### config.mk
export PLATFORM = sky130hd
export DESIGN_NAME = decoder_nto2n_seq
export DESIGN_NICKNAME = d
export VERILOG_FILES = /design/src/rtl/decoder_nto2n_seq.sv
export SDC_FILE = /design/constraint.sdc
export NUM_CORES = 1
export LEC_CHECK = 0
export CAP_MARGIN = 20
export CORE_MARGIN = 8
export CORE_UTILIZATION = 46
export DETAILED_ROUTE_END_ITERATION = 10
export GPL_TIMING_DRIVEN = 0
export PLACE_DENSITY = 0.75
export SKIP_CTS_REPAIR_TIMING = 1
export SLEW_MARGIN = 30
export SYNTH_ARGS = -nofsm -noshare
export SYNTH_HDL_FRONTEND = slang
export SYNTH_SLANG_ARGS = --single-unit
### constraint.sdc
create_clock -name clk -period 2 [get_ports clk]
set_clock_uncertainty 0.2 [all_clocks]
set_input_delay 0.2 -clock clk [delete_from_list [all_inputs] [get_ports clk]]
set_output_delay 0.2 -clock clk [all_outputs]
set_load 0.03 [all_outputs]
### src/rtl/decoder_nto2n_seq.sv
// N-to-2^N decoder with a ready/valid output stream.
// DIRECT emits one decoded beat; SWEEP walks a single set bit from 0 up to the code.
module decoder_nto2n_seq #(
  parameter int N = 2
) (
  input  logic                clk,
  input  logic                rst,
  input  logic                en,
  input  logic                mode,
  input  logic [N-1:0]        in,
  input  logic                in_valid,
  output logic                in_ready,
  output logic [(2**N)-1:0]   out,
  output logic                out_valid,
  input  logic                out_ready,
  output logic                out_last,
  output logic                busy
);

  localparam int W = 2**N;

  typedef enum logic [1:0] {
    S_IDLE   = 2'd0,
    S_DIRECT = 2'd1,
    S_SWEEP  = 2'd2
  } state_t;

  state_t         state_q, state_d;
  logic [N-1:0]   code_q, code_d;
  logic [N-1:0]   step_q, step_d;
  logic [N-1:0]   step_inc;
  logic [W-1:0]   out_d;
  logic           valid_d;
  logic           last_d;
  logic           fire_out;
  logic           accept;
  logic [W-1:0]   one;

  assign one      = W'(1);
  assign fire_out = out_valid && out_ready;
  assign in_ready = (state_q == S_IDLE) || (fire_out && out_last);
  assign accept   = in_valid && in_ready;
  assign busy     = (state_q != S_IDLE);
  assign step_inc = step_q + N'(1);

  always_comb begin
    state_d = state_q;
    code_d  = code_q;
    step_d  = step_q;
    out_d   = out;
    valid_d = out_valid;
    last_d  = out_last;

    if (fire_out && out_last) begin
      state_d = S_IDLE;
      step_d  = '0;
      out_d   = '0;
      valid_d = 1'b0;
      last_d  = 1'b0;
    end else if (fire_out && (state_q == S_SWEEP)) begin
      step_d = step_inc;
      out_d  = one << step_inc;
      last_d = (step_inc == code_q);
    end

    // A new code may overwrite the retiring last beat on the same edge.
    if (accept) begin
      code_d  = in;
      step_d  = '0;
      valid_d = 1'b1;
      if (!mode) begin
        state_d = S_DIRECT;
        out_d   = en ? (one << in) : '0;
        last_d  = 1'b1;
      end else begin
        state_d = S_SWEEP;
        out_d   = en ? one : '0;
        last_d  = !en || (in == '0);
      end
    end
  end

  always_ff @(posedge clk) begin
    if (rst) begin
      state_q   <= S_IDLE;
      code_q    <= '0;
      step_q    <= '0;
      out       <= '0;
      out_valid <= 1'b0;
      out_last  <= 1'b0;
    end else begin
      state_q   <= state_d;
      code_q    <= code_d;
      step_q    <= step_d;
      out       <= out_d;
      out_valid <= valid_d;
      out_last  <= last_d;
    end
  end

endmodule

==> run_results.csv <==
group,metric,value,unit
die,num_rows,13,
cts,clock-sinks,12,
synth,ys_seq_area_frac,0.3664,
power,power,647.4,uW
drt,drt-wirelength-per-cell,12.78,um
cts,cts_tree,"built",
status,status,"complete, no violations",
global_route,antenna_found_initial,0,
critical_path,critPathArrivalTime,1.36,ns
global_route,grt_start_max_net_pins,11,
power,p_per_area,747.8,nW/um2
critical_path,path_cells,"clkdlybuf4s50_1",
power,leakagePower,0.3548,nW
sta,max-slew-margin-rel,0.6582,
critical_path,worstSetupPathType,"reg2out",
cts,clkLatencyLatePin,0.27,ns
cts,cts_buffers,3,
synth,synth_cells,70,
die,dieArea,2889,um2
die,initial_core_util,0.4976,
sta,fmax,0.5669,GHz
critical_path,slowest_stage,"clkdlybuf4s50_1",
layout,diodes,0,
drt,first_pass_iters,4,
place,hpwl,1060,um
sta,finalHoldViolations,0,
drt,drt_iter0_markers,16,
cts,cts-htree-levels,1,
synth,synth-seq-cells,12,
critical_path,end_kind,"output pin",
critical_path,critical_path.max_fanout,5,
die,fp.dieH,53.75,um
sta,setup_viol,0,
drt,routed_wl,1329,um
cts,path_clk_slew,0.08,ns
power,irDropWorstVdd,0.3835,mV
critical_path,required,1.60,ns
synth,syn_area,655.6,um2
drt,drc,0,
die,die_x,53.75,um
global_route,overflow,0,
global_route,grt_pass1_wl,2235,um
layout,final_layout_size_suffix_gt1_frac,0.1348,
layout,fin_util,0.6572,
synth,syn_area_per_cell,9.366,um2
layout,syn_to_final_growth,32.06,%
sta,grt_setup_unrepaired,"false",
synth,ys_types,24,
global_route,gr-usage-all-layers,0.1042,
global_route,grt_pass1_vias,535,
cts,clk_path_buf_depth,2,
run,maxCapViolCount,0,
place,portBuffers,15,
die,io_pins,16,
sta,worstMarginPinSlew,0.5127,ns
synth,synth_nets,82,
layout,fin_nets,102,
sta,layout_min_cycle_time,1.764,ns
critical_path,timing.critical_path.buf_inv,1,
critical_path,cp_top_family,"buffers and inverters",
drt,vias,549,
drt,ant_nets,0,
critical_path,cpPeakStageDelay,0.70,ns
hold_path,min_path_type,"reg2reg",
sta,fin_crit_sh,0.8819,
synth,synth_warnings,0,
critical_path,cp-start-kind,"flop",
sta,slew_violations,0,
sta,fin_tns_setup,0,ns
drt,via_per_inst,5.279,
cts,root_buffer,"clkbuf_4",
sta,hold_ws,0.2648,ns
place,gp_congestion,0.7739,
die,core,1318,um2
[layout by cell type (no fill, tap or decap), types with 3 or more instances in the layout]
| master | netlist | layout |
|---|---|---|
| inv_1 | 9 | 9 |
| nand4b_1 | 3 | 3 |
| o21ai_0 | 6 | 6 |
| clkbuf_4 | 0 | 3 |
| nor2_1 | 8 | 8 |
| a221oi_2 | 5 | 5 |
| mux2i_1 | 3 | 3 |
| clkdlybuf4s50_1 | 0 | 13 |
| ha_1 | 4 | 4 |
| dfxtp_1 | 12 | 12 |
[state kept, by name, indices dropped and copies added, names as in the netlist]
signal and flops:
step_q 2, state_q 2, code_q 2, out_valid 1
out_last 1, out 4
[logic make-up (layout without fill, tap and decap cells)]
family / count (synthesis) / after routing / share of synthesized area
xor+xnor: 3 / 3 / 0.04008
compound gates: 17 / 17 / 0.2271
fa+ha+maj: 4 / 4 / 0.07634
flops: 12 / 12 / 0.3664
simple gates: 20 / 20 / 0.1699
buf+inv: 11 / 30 / 0.07442
mux: 3 / 3 / 0.04580
[cells in the mapped netlist]
cell | count | area, um2
mux2i_1 | 3 | 30.03
nand4_1 | 1 | 6.260
buf_6 | 1 | 11.26
nand3_1 | 1 | 5.000
xor2_1 | 1 | 8.760
a221oi_2 | 5 | 75.07
nor3b_1 | 2 | 15.01
a21oi_2 | 1 | 8.760
o21a_1 | 1 | 7.510
nor2b_1 | 1 | 6.260
nand2_1 | 2 | 7.510
ha_1 | 4 | 50.05
o21ai_0 | 6 | 30.03
a22oi_1 | 2 | 15.01
nand4b_1 | 3 | 26.28
and2_4 | 1 | 8.760
a21oi_1 | 1 | 5.000
nor2_1 | 8 | 30.03
o211ai_1 | 1 | 7.510
xnor2_1 | 2 | 17.52
clkbuf_1 | 1 | 3.750
dfxtp_1 | 12 | 240.2
inv_1 | 9 | 33.78
and3_1 | 1 | 6.260
[path summary, 6_finish.rpt]
check	start	to	slack, ns	depth (start not counted)
worst max register to register	step_q[0]$_SDFFE_PP0P_	out_last$_SDFFE_PP0P_	0.30	6
worst min-delay path	out[3]$_SDFFE_PP0P_	out[3]$_SDFFE_PP0P_	0.26	2
worst max-delay path	out_valid$_SDFFE_PP0P_	out_valid	0.24	1
worst min register to register	out[3]$_SDFFE_PP0P_	out[3]$_SDFFE_PP0P_	0.26	2
[metrics by stage]
| stage | instance area [um2] | setup slack, ns | cells |
|---|---|---|---|
| CTS | 860.8 | -0.05819 | 104 |
| global route | 865.8 | 0.1815 | 104 |
| floorplan | 655.6 | 0.3645 | 70 |
| finish | 865.8 | 0.2362 | 104 |
| detailed placement | 824.5 | -0.01270 | 100 |
| global placement | 824.5 | -0.008223 | 100 |
[cell type report]
type	count	area (um2)
well taps	15	18.77
multi-input cells	47	366.6
fillers	113	451.7
inverters	9	33.78
clock buffers	4	36.28
repair buffers	15	155.1
flip-flops and latches	12	240.2
plain buffers	2	15.01
[layer usage]
layer	GRT usage	routed length [um]
met2	0.1680	598
met4	0.05042	8
met1	0.1203	634
met3	0.03581	88
met5	0	0
[where the power goes]
part,internal [mW],switching [mW]
clock network,0.111,0.0819
registers,0.258,0.0127
logic,0.0827,0.101
(Power assumes the default switching activity.)
